[src/rtl/merge2_arb.sv]
// merge2_arb: two-to-one flit merge with a paired source-token channel.
// Flits from In0/In1 are forwarded on the parent channel. Each flit is
// paired with a 1-bit token naming its source (0 = In0, 1 = In1). The flit
// and token registers drain independently. A new pair is loaded only once
// both halves of the previous pair have left, or leave on the same edge.
//
// Build option:
//   MERGE2_ARB_RR_EN defined   -> round-robin tie break using a one-bit
//                                 last-grant pointer.
//   MERGE2_ARB_RR_EN undefined -> fixed priority, In0 wins every tie.
module merge2_arb #(
   parameter int W = 9
) (
   input  logic         clk,
   input  logic         rst_n,
   // child 0
   input  logic         in0_valid,
   output logic         in0_ready,
   input  logic [W-1:0] in0_data,
   // child 1
   input  logic         in1_valid,
   output logic         in1_ready,
   input  logic [W-1:0] in1_data,
   // parent flit channel
   output logic         out_valid,
   input  logic         out_ready,
   output logic [W-1:0] out_data,
   // source token channel
   output logic         s_valid,
   input  logic         s_ready,
   output logic         s_data
);

   // Occupancy of the flit/token register pair.
   typedef enum logic [1:0] {
      ST_EMPTY    = 2'd0,  // both registers empty
      ST_BOTH     = 2'd1,  // flit and token pending
      ST_OUT_ONLY = 2'd2,  // token taken, flit pending
      ST_S_ONLY   = 2'd3   // flit taken, token pending
   } state_t;

   state_t         state_q, state_d;
   logic [W-1:0]   out_data_q, out_data_d;
   logic           s_data_q, s_data_d;

   logic           out_pending;
   logic           s_pending;
   logic           out_drain;
   logic           s_drain;
   logic           can_load;
   logic           grant0;
   logic           grant1;
   logic           load;

`ifdef MERGE2_ARB_RR_EN
   // 1 = In1 was granted last, so In0 wins the next tie.
   logic           ptr_q, ptr_d;
`endif

   // Decode register occupancy and which halves drain this cycle.
   always_comb begin
      out_pending = (state_q == ST_BOTH) || (state_q == ST_OUT_ONLY);
      s_pending   = (state_q == ST_BOTH) || (state_q == ST_S_ONLY);
      out_drain   = out_pending && out_ready;
      s_drain     = s_pending && s_ready;
      // A load is allowed only when every pending half leaves on this edge.
      can_load    = (state_q == ST_EMPTY) ||
                    ((!out_pending || out_ready) && (!s_pending || s_ready));
   end

   // Pick at most one input; ties resolved by the configured policy.
   always_comb begin
      grant0 = 1'b0;
      grant1 = 1'b0;
      if (in0_valid && in1_valid) begin
`ifdef MERGE2_ARB_RR_EN
         if (ptr_q) begin
            grant0 = 1'b1;
         end else begin
            grant1 = 1'b1;
         end
`else
         grant0 = 1'b1;
`endif
      end else if (in0_valid) begin
         grant0 = 1'b1;
      end else if (in1_valid) begin
         grant1 = 1'b1;
      end
   end

   // Ready only to the granted input; held low while reset is asserted.
   always_comb begin
      in0_ready = rst_n && can_load && grant0;
      in1_ready = rst_n && can_load && grant1;
      load      = in0_ready || in1_ready;
   end

   // Next state and next contents of the flit/token registers.
   always_comb begin
      state_d    = state_q;
      out_data_d = out_data_q;
      s_data_d   = s_data_q;
      if (load) begin
         // Drain-and-load, or load from empty: a fresh pair in both halves.
         state_d    = ST_BOTH;
         out_data_d = grant1 ? in1_data : in0_data;
         s_data_d   = grant1;
      end else begin
         case (state_q)
            ST_BOTH: begin
               if (out_drain && s_drain) begin
                  state_d = ST_EMPTY;
               end else if (s_drain) begin
                  state_d = ST_OUT_ONLY;
               end else if (out_drain) begin
                  state_d = ST_S_ONLY;
               end
            end
            ST_OUT_ONLY: begin
               if (out_drain) begin
                  state_d = ST_EMPTY;
               end
            end
            ST_S_ONLY: begin
               if (s_drain) begin
                  state_d = ST_EMPTY;
               end
            end
            default: begin
               state_d = ST_EMPTY;
            end
         endcase
      end
   end

`ifdef MERGE2_ARB_RR_EN
   // Pointer follows the winner, only on an accepted transfer.
   always_comb begin
      ptr_d = ptr_q;
      if (load) begin
         ptr_d = grant1;
      end
   end

   // Round-robin pointer register; reset so In0 wins the first tie.
   always_ff @(posedge clk or negedge rst_n) begin
      if (!rst_n) begin
         ptr_q <= 1'b1;
      end else begin
         ptr_q <= ptr_d;
      end
   end
`endif

   // State and output data registers; reset discards any pending pair.
   always_ff @(posedge clk or negedge rst_n) begin
      if (!rst_n) begin
         state_q    <= ST_EMPTY;
         out_data_q <= '0;
         s_data_q   <= 1'b0;
      end else begin
         state_q    <= state_d;
         out_data_q <= out_data_d;
         s_data_q   <= s_data_d;
      end
   end

   // Output valids come straight from the occupancy state.
   always_comb begin
      out_valid = out_pending;
      s_valid   = s_pending;
      out_data  = out_data_q;
      s_data    = s_data_q;
   end

endmodule

[config.mk]
export PLATFORM = sky130hd
export DESIGN_NAME = merge2_arb
export DESIGN_NICKNAME = d
export VERILOG_FILES = /design/src/rtl/merge2_arb.sv
export SDC_FILE = /design/constraint.sdc
export NUM_CORES = 1
export LEC_CHECK = 0
export CORE_MARGIN = 2
export CORE_UTILIZATION = 35
export DETAILED_ROUTE_END_ITERATION = 12
export GPL_TIMING_DRIVEN = 0
export PLACE_DENSITY = 0.81
export SLEW_MARGIN = 30
export SYNTH_ARGS = -nofsm -noshare
export SYNTH_HDL_FRONTEND = slang
export SYNTH_SLANG_ARGS = --single-unit
[constraint.sdc]
create_clock -name clk -period 1.75 [get_ports clk]
set_input_delay 0.2625 -clock clk [delete_from_list [all_inputs] [get_ports clk]]
set_output_delay 0.2625 -clock clk [all_outputs]
set_load 0.02 [all_outputs]
==> reports/results.txt, run 1 <==
htree depth: 1
Die H: 51.2 microns
crit share post-route: 1.06
RSZ-0062 raised after global routing: true
number of global-route vias before repair: 654
Top Usage Layer GRT: met2
vias: 674
crit path launch: state_q[0]
Clk Latency, worst-skew pair: 0.27 ns
Net Sw Power: 0.000807 W
Area Overhead vs Synth: 68.1%
fraction of layout cells with a size suffix above 1: 0.440
met2 Usage GRT: 0.271
Rel. slew slack: 0.735
post-synthesis sequential area ratio: 0.385
Synth area leader: dfrtp_1
Max Slew Vio Count: 0
FF-to-FF Start: state_q[0]
antenna violations before repair: 0
crit end category: output port
Worst Setup Start Kind: flip-flop
first-pass GRT wire length: 2990 microns
vias per std cell: 4.92
Clock Skew: 0.00163 ns
Async S/R FF share, synth: 1.00
PnR worst setup slack: -0.114 ns
Worst EP required: 1.49 ns
Root Buffer Master: clkbuf_4
crit path max fanout: 4
drt first pass iters: 4
Post-Place Setup Slack: -0.651 ns
PnR Total Power: 0.00208 W
syn_nets: 91
std cell rows: 17
Worst Tran Pin Value: 0.397 ns
Final nets: 139
GR Layer Usage met1: 0.186
WP data arrival: 1.60 ns
grt total ovfl: 0
Yosys warnings: 0
leakage dissipation: 0.566 nW
Comb power frac: 0.667
syn_area_per_cell: 12.4 sq um
Net Sw Frac: 0.387
number of flops mapped to enable cells by yosys: 0
Port Buffers: 37
die area: 2620 sq um
Sink Count: 12
crit path time final: 1.86 ns
worst setup path class: flip-flop to output port
ys flop type: dfrtp_1
maximum vdd drop: 0.000817 V
starting density of the core: 0.360
I/O pins: 38
clock slew seen by the registers of the worst setup and hold paths: 0.07 ns
met3 usage: 0.0497
status: complete, but fails checks
cell with the most instances after synthesis: dfrtp_1
core area: 2170 sq um
routed length per instance: 14.3 microns
pwr dens: 1590 nW/um^2
most instantiated cells after synthesis: dfrtp_1 (12), mux2_2 (10), mux2_4 (8)
Reg power frac: 0.255
remaining antenna violation count: 0
# setup viols final: 11
diode count: 0
Num CTS Buffers: 3
post-synthesis cell area: 781 sq um
WL final: 1960 microns
largest net degree at the start of global routing: 19
synth unique cells: 26
RD Place Congestion: 0.734
failing checks: setup timing
detailed placement HPWL: 1330 microns
# hold bufs at CTS: 0
Post-Syn Instances: 63
Seq cells post-synth: 12
drt initial violations: 4
Synth top area share: 0.385
maximum root-to-sink buffer count: 2
fillcell total: 188
Total Routing Usage GR: 0.152
Pint: 0.00128 W
Clock Power Share: 0.078
hold violation total from the final report: 0
detailed-route DRC error count: 0
Die W: 51.2 microns
main area contributors after synthesis: dfrtp_1 (38%), mux2_4 (15%), mux2_2 (14%)
CTS tree: done
worst hold path type: primary input to asynchronous set/reset pin
Max Freq: 0.537 GHz
Max Cap Viol: 0
==> kinds of logic (layout without fill, tap and decap cells) <==
family	Yosys count	in the layout	share of synthesized area
buf+inv	5	51	0.0433
compound gates	11	11	0.0994
flops	12	12	0.385
mux	18	18	0.298
fa+ha+maj	4	4	0.0641
simple gates	13	13	0.111
==> what timing repair did <==
action	4_1_cts	5_1_grt
resized for setup	25	10
setup buffers	5	0
setup endpoints to repair	15	13
pin swaps	5	3
cloned	1	0
==> final timing paths <==
path	depth (start not counted)	endpoint	slack [ns]
max	6	in1_ready	-0.11
min	1	out_data[4]	0.003
max reg2reg	6	out_data[8]	-0.08
min reg2reg	1	out_data[2]	0.51
max in group asynchronous	1	state_q[1]	1.44
min in group clk	1	out_data[2]	0.51
==> power by group through the flow <==
stage / Sequential [W] / Combinational, W / Clock [W]
finish: 0.000532 / 0.00139 / 0.000163
global route: 0.000549 / 0.00148 / 0.000183
CTS: 0.000513 / 0.00136 / 0.000172
detailed placement: 0.000519 / 0.00122 / 0
global placement: 0.000509 / 0.00120 / 0
floorplan: 0.000655 / 0.000606 / 0
==> metal layers <==
layer,part of all wire,routed length [microns]
met4,0.0072,14
met5,0,0
met2,0.52,1020
met1,0.38,741
met3,0.090,176
==> state kept, by name, summed over array words and instances (netlist names) <==
register,count
out_data,9
s_data,1
state_q,2
==> per-stage QoR <==
stage / instance area [sq um] / TNS, ns / utilization / instances / hold slack, ns
floorplan: 793 / 0 / - / 63 / -0.0331
global placement: 1200 / -7.37 / 0.552 / 128 / 0.493
detailed placement: 1200 / -7.76 / 0.552 / 128 / 0.493
CTS: 1290 / -0.928 / 0.593 / 137 / 0.0100
global route: 1310 / -1.39 / 0.605 / 137 / 0.0290
finish: 1310 / -0.753 / 0.605 / 137 / 0.00261
==> critical path: stages (launching register included) <==
cell and delay, ns:
dfrtp_2 0.44, inv_2 0.07, ha_4 0.29, nand2b_4 0.06, a21o_1 0.18, and3_4 0.17, buf_6 0.12
==> layout by cell type (no fill, tap or decap), types with 2 or more instances in the layout <==
master,count
buf_6,4
mux2_4,9
clkdlybuf4s50_1,32
ha_4,3
inv_2,2
dfrtp_1,10
buf_4,6
mux2_2,9
o21ai_0,4
clkbuf_4,3
dfrtp_2,2
==> cell type report <==
class                           instances  area (sq um)  area share
Multi-Input combinational cell         46           509       0.388
Inverter                                3          11.3     0.00858
Sequential cell                        12           303       0.231
Tap cell                               28          35.0      0.0267
Clock buffer                            3          22.5      0.0172
Buffer                                  2          22.5      0.0172
Timing Repair Buffer                   43           409       0.312
(Power assumes the default switching activity.)
==> inputs of run 2 (changes only) <==
--- a/config.mk
+++ b/config.mk
@@ -5,7 +5,7 @@
 export SDC_FILE = /design/constraint.sdc
 export NUM_CORES = 1
 export LEC_CHECK = 0
-export CORE_MARGIN = 2
+export CORE_MARGIN = 4
 export CORE_UTILIZATION = 35
 export DETAILED_ROUTE_END_ITERATION = 12
 export GPL_TIMING_DRIVEN = 0
==> run 2 against run 1 <==
The flow still finishes with violations (setup timing). Core utilization increased by 3.4 points. Final area decreased by 0.57%. Register-to-register slack got worse by 0.04 ns. Combinational power decreased by 4%. Die area increased by 16%. Non-clock buffer count increased by 1. Highest routed layer unchanged.
==> reports/results.txt, run 2 (same netlist as run 1, synthesis figures left out) <==
crit path time final: 1.92 ns (+0.0519 ns)
diode count: 0 (unchanged)
vias per std cell: 4.89 (-0.58%)
reg2reg setup slack: -0.12 ns (-0.04 ns)
PnR worst setup slack: -0.165 ns (-0.0519 ns)
worst setup path class: flip-flop to output port
FF-to-FF Start: state_q[0]
Worst EP required: 1.49 ns (about the same)
WP data arrival: 1.65 ns (+0.05 ns)
RSZ-0062 raised after global routing: true
clock slew seen by the registers of the worst setup and hold paths: 0.08 ns (about the same)
hold violation total from the final report: 0 (unchanged)
grt total ovfl: 0 (unchanged)
maximum vdd drop: 0.00120 V (+47%)
drt first pass iters: 2 (-2)
maximum root-to-sink buffer count: 2 (unchanged)
Die H: 55.2 microns (+7.8%)
htree depth: 1 (unchanged)
Inst Count DP: 127 (-0.78%)
Clk Latency, worst-skew pair: 0.28 ns (about the same)
number of global-route vias before repair: 731 (+12%)
CP Cell Sequence: inv_2, ha_4, nand2b_4, a21o_1, and3_4, buf_6
Endpoint, Worst Hold: s_data
Final Util: 0.639 (+0.0341)
crit share post-route: 1.09 (+0.0297)
drt initial violations: 5 (+1)
WL final: 1980 microns (+1.5%)
starting density of the core: 0.382 (+0.0225)
Area Overhead vs Synth: 67.1%
R2R depth: 5 (-1)
Clock Power Share: 0.108 (+0.030)
Net Sw Frac: 0.380 (-0.00707)
Worst Tran Pin Value: 0.568 ns (+0.171 ns)
Comb power frac: 0.642 (-0.025)
Max Freq: 0.522 GHz (-2.7%)
first-pass GRT wire length: 3260 microns (+8.8%)
leakage dissipation: 0.573 nW (+1.2%)
detailed placement HPWL: 1450 microns (+9.0%)
Port Buffers: 37 (unchanged)
failing checks: setup timing
pwr dens: 1600 nW/um^2 (+0.90%)
crit path max fanout: 5 (+1)
die area: 3050 sq um (+16%)
Num CTS Buffers: 3 (unchanged)
Clock Skew: 0.00268 ns (+0.00105 ns)
Reg power frac: 0.250 (-0.005)
CP max stage cell: dfrtp_2
largest net degree at the start of global routing: 19 (unchanged)
remaining antenna violation count: 0 (unchanged)
Max Cap Viol: 0 (unchanged)
Sink Count: 12 (unchanged)
std cell rows: 16 (-1)
detailed-route DRC error count: 0 (unchanged)
status: complete, but fails checks
I/O pins: 38 (unchanged)
Pint: 0.00130 W (+1.5%)
Total Routing Usage GR: 0.133 (-0.0193)
Final nets: 140 (+0.72%)
Crit path largest cell delay: 0.45 ns (about the same)
worst hold path type: primary input to flip-flop
antenna violations before repair: 0 (unchanged)
core area: 2040 sq um (-5.9%)
fraction of layout cells with a size suffix above 1: 0.414 (-0.0260)
FF-to-FF End: out_data[0]
Hold Slack: 0.263 ns (+0.260 ns)
routed length per instance: 14.4 microns (+0.75%)
Die W: 55.2 microns (+7.8%)
Root Buffer Master: clkbuf_4
CP Buf/Inv Count: 2 (unchanged)
Net Sw Power: 0.000794 W (-1.5%)
crit end category: output port
commonest non-fill, non-tap cell in the layout: clkdlybuf4s50_1
most frequent cells in the layout: clkdlybuf4s50_1 (32), dfrtp_1 (11), mux2_2 (10)
RD Place Congestion: 0.829 (+13%)
# setup viols final: 11 (unchanged)
Worst path top cell family by delay: flip-flops
Max Slew Vio Count: 0 (unchanged)
Worst Setup Start Kind: flip-flop
hold depth: 2
HP Start: rst_n
Rel. slew slack: 0.620 (-0.115)
PnR Total Power: 0.00209 W (+0.33%)
vias: 675 (+0.15%)
max reg flops: 9 (unchanged)
CTS tree: done
Final Non-Filler Cells: 138 (+0.73%)
[run 2: area by class of cell]
| type | count | area [sq um] |
|---|---|---|
| fillers | 173 | 737 |
| multi-input cells | 46 | 487 |
| repair buffers | 44 | 413 |
| flip-flops and latches | 12 | 302 |
| clock buffers | 4 | 36.3 |
| well taps | 27 | 33.8 |
| plain buffers | 2 | 22.5 |
| inverters | 3 | 11.3 |
[run 2: power groups by stage]
| stage | Clock (W) | Sequential, W | Combinational (W) |
|---|---|---|---|
| final | 0.000225 | 0.000523 | 0.00134 |
| after global routing | 0.000249 | 0.000538 | 0.00144 |
| after CTS | 0.000235 | 0.000522 | 0.00129 |
| after detailed placement | 0 | 0.000514 | 0.00123 |
| after global placement | 0 | 0.000510 | 0.00121 |
| after floorplan | 0 | 0.000655 | 0.000606 |
[run 2: layer usage]
layer | up-vias | routed length (microns) | GRT usage
li1 | 330 | - | -
met3 | 6 | 136 | 0.0629
met2 | 25 | 1000 | 0.220
met4 | 0 | 46 | 0.0556
met5 | - | 0 | 0
met1 | 314 | 797 | 0.145
[run 2: through the flow]
step / area (sq um) / TNS [ns] / worst slack [ns]
after detailed placement: 1200 / -7.99 / -0.675
after CTS: 1270 / -1.44 / -0.162
after floorplan: 793 / 0 / 0.00808
after global placement: 1200 / -7.90 / -0.670
final: 1310 / -1.27 / -0.165
after global routing: 1310 / -2.16 / -0.232
[run 2: worst max path at each step]
| stage | start | endpoint | slack (ns) | cells past startpoint |
|---|---|---|---|---|
| after detailed placement | rst_n | out_data[3] | -0.67 | 5 |
| final | state_q[0] | in0_ready | -0.17 | 6 |
| after floorplan | state_q[1] | out_data[0] | 0.008 | 6 |
| after global routing | state_q[0] | in0_ready | -0.23 | 6 |
| after global placement | rst_n | out_data[6] | -0.67 | 5 |
| after CTS | state_q[0] | in0_ready | -0.16 | 5 |
[run 2: repair_timing]
| item | 4_1_cts | 5_1_grt |
|---|---|---|
| endpoints found under the setup margin | 15 | 15 |
| hold endpoints to repair | 0 | 12 |
| hold buffers | 0 | 1 |
| gates resized for setup | 20 | 11 |
| pin swaps | 1 | 4 |
| buffers inserted | 3 | 2 |
| cloned | 0 | 1 |
==> inputs of run 3 (changes only) <==
--- a/config.mk
+++ b/config.mk
@@ -6,10 +6,9 @@
 export NUM_CORES = 1
 export LEC_CHECK = 0
 export CORE_MARGIN = 4
-export CORE_UTILIZATION = 35
+export CORE_UTILIZATION = 39
 export DETAILED_ROUTE_END_ITERATION = 12
-export GPL_TIMING_DRIVEN = 0
-export PLACE_DENSITY = 0.81
+export PLACE_DENSITY = 0.85
 export SLEW_MARGIN = 30
 export SYNTH_ARGS = -nofsm -noshare
 export SYNTH_HDL_FRONTEND = slang
==> constraint.sdc (replaced) <==
create_clock -name clk -period 2.1 [get_ports clk]
set_input_delay 0.315 -clock clk [delete_from_list [all_inputs] [get_ports clk]]
set_output_delay 0.315 -clock clk [all_outputs]
set_load 0.02 [all_outputs]
==> run 3 against run 2 <==
The run now ends clean. Global-route usage up 4.0 points. Final cell count down 1.4%. Combinational power down 24%. Largest power group unchanged.
==> reports/results.txt, run 3 (same netlist as run 1, synthesis figures left out) <==
Final Non-Filler Cells: 136 (-1.4%)
status: finished, final reports clean
fraction of layout cells with a size suffix above 1: 0.333 (-0.0811)
Max Freq: 0.507 GHz
fillcell total: 151 (-13%)
crit path max fanout: 5 (unchanged)
Num CTS Buffers: 3 (unchanged)
diode count: 0 (unchanged)
crit share post-route: 0.938
Inst Count DP: 130 (+2.4%)
routed length per instance: 16.0 microns (+11%)
die area: 2780 sq um (-8.8%)
Post-Place Setup Slack: -0.0819 ns (+0.593 ns)
worst setup path class: flip-flop to output port
commonest non-fill, non-tap cell in the layout: clkdlybuf4s50_1
antenna violations before repair: 0 (unchanged)
Root Buffer Master: clkbuf_4
CTS tree: done
Die W: 52.7 microns (-4.5%)
Final nets: 140 (unchanged)
detailed placement HPWL: 1680 microns (+16%)
grt total ovfl: 0 (unchanged)
std cell rows: 15 (-1)
Total Routing Usage GR: 0.173 (+0.0399)
detailed-route DRC error count: 0 (unchanged)
WP data arrival: 1.66 ns (about the same)
maximum vdd drop: 0.000838 V (-30%)
RSZ-0062 raised after global routing: false
Max Slew Vio Count: 0 (unchanged)
Area Overhead vs Synth: 60.4%
PnR worst setup slack: 0.129 ns (+0.295 ns)
area of the multi-input gates: 447 sq um (-8.2%)
remaining antenna violation count: 0 (unchanged)
core area: 1800 sq um (-12%)
Clk Latency, worst-skew pair: 0.27 ns (about the same)
maximum root-to-sink buffer count: 2 (unchanged)
Die H: 52.7 microns (-4.5%)
# hold bufs at CTS: 0 (unchanged)
# setup viols final: 0 (-11)
pwr dens: 1300 nW/um^2 (-19%)
clock slew seen by the registers of the worst setup and hold paths: 0.07 ns (about the same)
max reg flops: 9 (unchanged)
setup TNS: 0 ns (+1.27 ns)
vias: 674 (-0.15%)
worst hold path type: primary input to asynchronous set/reset pin
RD Place Congestion: 0.738 (-11%)
first-pass GRT wire length: 3490 microns (+7.2%)
Worst Tran Pin Value: 0.236 ns (-0.331 ns)
drt initial violations: 14 (+9)
starting density of the core: 0.433 (+0.0510)
crit path time final: 1.97 ns
hold violation total from the final report: 0 (unchanged)
Worst Setup Start Kind: flip-flop
WL final: 2180 microns (+9.9%)
Clock Skew: 0.00209 ns (-0.000593 ns)
leakage dissipation: 0.568 nW (-0.75%)
I/O pins: 38 (unchanged)
drt first pass iters: 3 (+1)
Max Cap Viol: 0 (unchanged)
area occupied by registers: 302 sq um (unchanged)
Worst EP required: 1.78 ns (+0.29 ns)
Port Buffers: 37 (unchanged)
crit end category: output port
number of global-route vias before repair: 719 (-1.6%)
vias per std cell: 4.96 (+1.3%)
most frequent cells in the layout: clkdlybuf4s50_1 (33), dfrtp_1 (11), mux2_2 (10)
Rel. slew slack: 0.842 (+0.222)
largest net degree at the start of global routing: 12 (-7)
htree depth: 1 (unchanged)
Sink Count: 12 (unchanged)
## run 3: worst paths after layout
check                         endpoint        start  depth (start not counted)  slack (ns)
setup / recovery             in1_ready   state_q[0]                          5        0.13
hold / removal                  s_data        rst_n                          2        0.39
setup reg to reg           out_data[7]   state_q[0]                          7        0.15
hold reg to reg            out_data[2]  out_data[2]                          1        0.52
max in group asynchronous   state_q[0]        rst_n                          2        1.50
min in group clk           out_data[2]  out_data[2]                          1        0.52
## run 3: per-stage QoR
step | utilization | hold slack [ns] | power, W | cell area [sq um]
2_1_floorplan | - | 0.0194 | 0.00101 | 781
3_3_place_gp | 0.673 | 0.491 | 0.00141 | 1210
3_5_place_dp | 0.673 | 0.500 | 0.00145 | 1210
4_1_cts | 0.697 | 0.389 | 0.00163 | 1260
5_1_grt | 0.695 | 0.409 | 0.00174 | 1250
6_report | 0.695 | 0.390 | 0.00163 | 1250
## run 3: timing repair
action | CTS | global route
resized for setup | 8 | 3
setup buffers | 1 | 1
endpoints found under the setup margin | 4 | 3
pin swaps | 0 | 1
cloned | 0 | 0
## run 3: report_power, final
group	leakage, nW	internal (W)	switching (W)
Combinational	0.406	0.000544	0.000476
Clock	0.0210	0.000105	0.0000775
Sequential	0.141	0.000351	0.0000765
## run 3: worst max-delay path, stage by stage (launching register included)
cell      delay [ns]
dfrtp_2         0.44
ha_1            0.24
o21bai_1        0.20
a21o_1          0.18
and3_1          0.17
buf_2           0.16
## run 3: area by class of cell
| class | count | area share |
|---|---|---|
| Multi-Input combinational cell | 46 | 0.357 |
| Timing Repair Buffer | 46 | 0.340 |
| Clock buffer | 4 | 0.0290 |
| Inverter | 3 | 0.00899 |
| Sequential cell | 12 | 0.241 |
| Tap cell | 25 | 0.0250 |
## run 3: layer usage
layer  wire length (microns)  GRT usage
met5                       0          0
met2                    1260      0.318
met3                      69     0.0513
met4                      15     0.0383
met1                     830      0.192
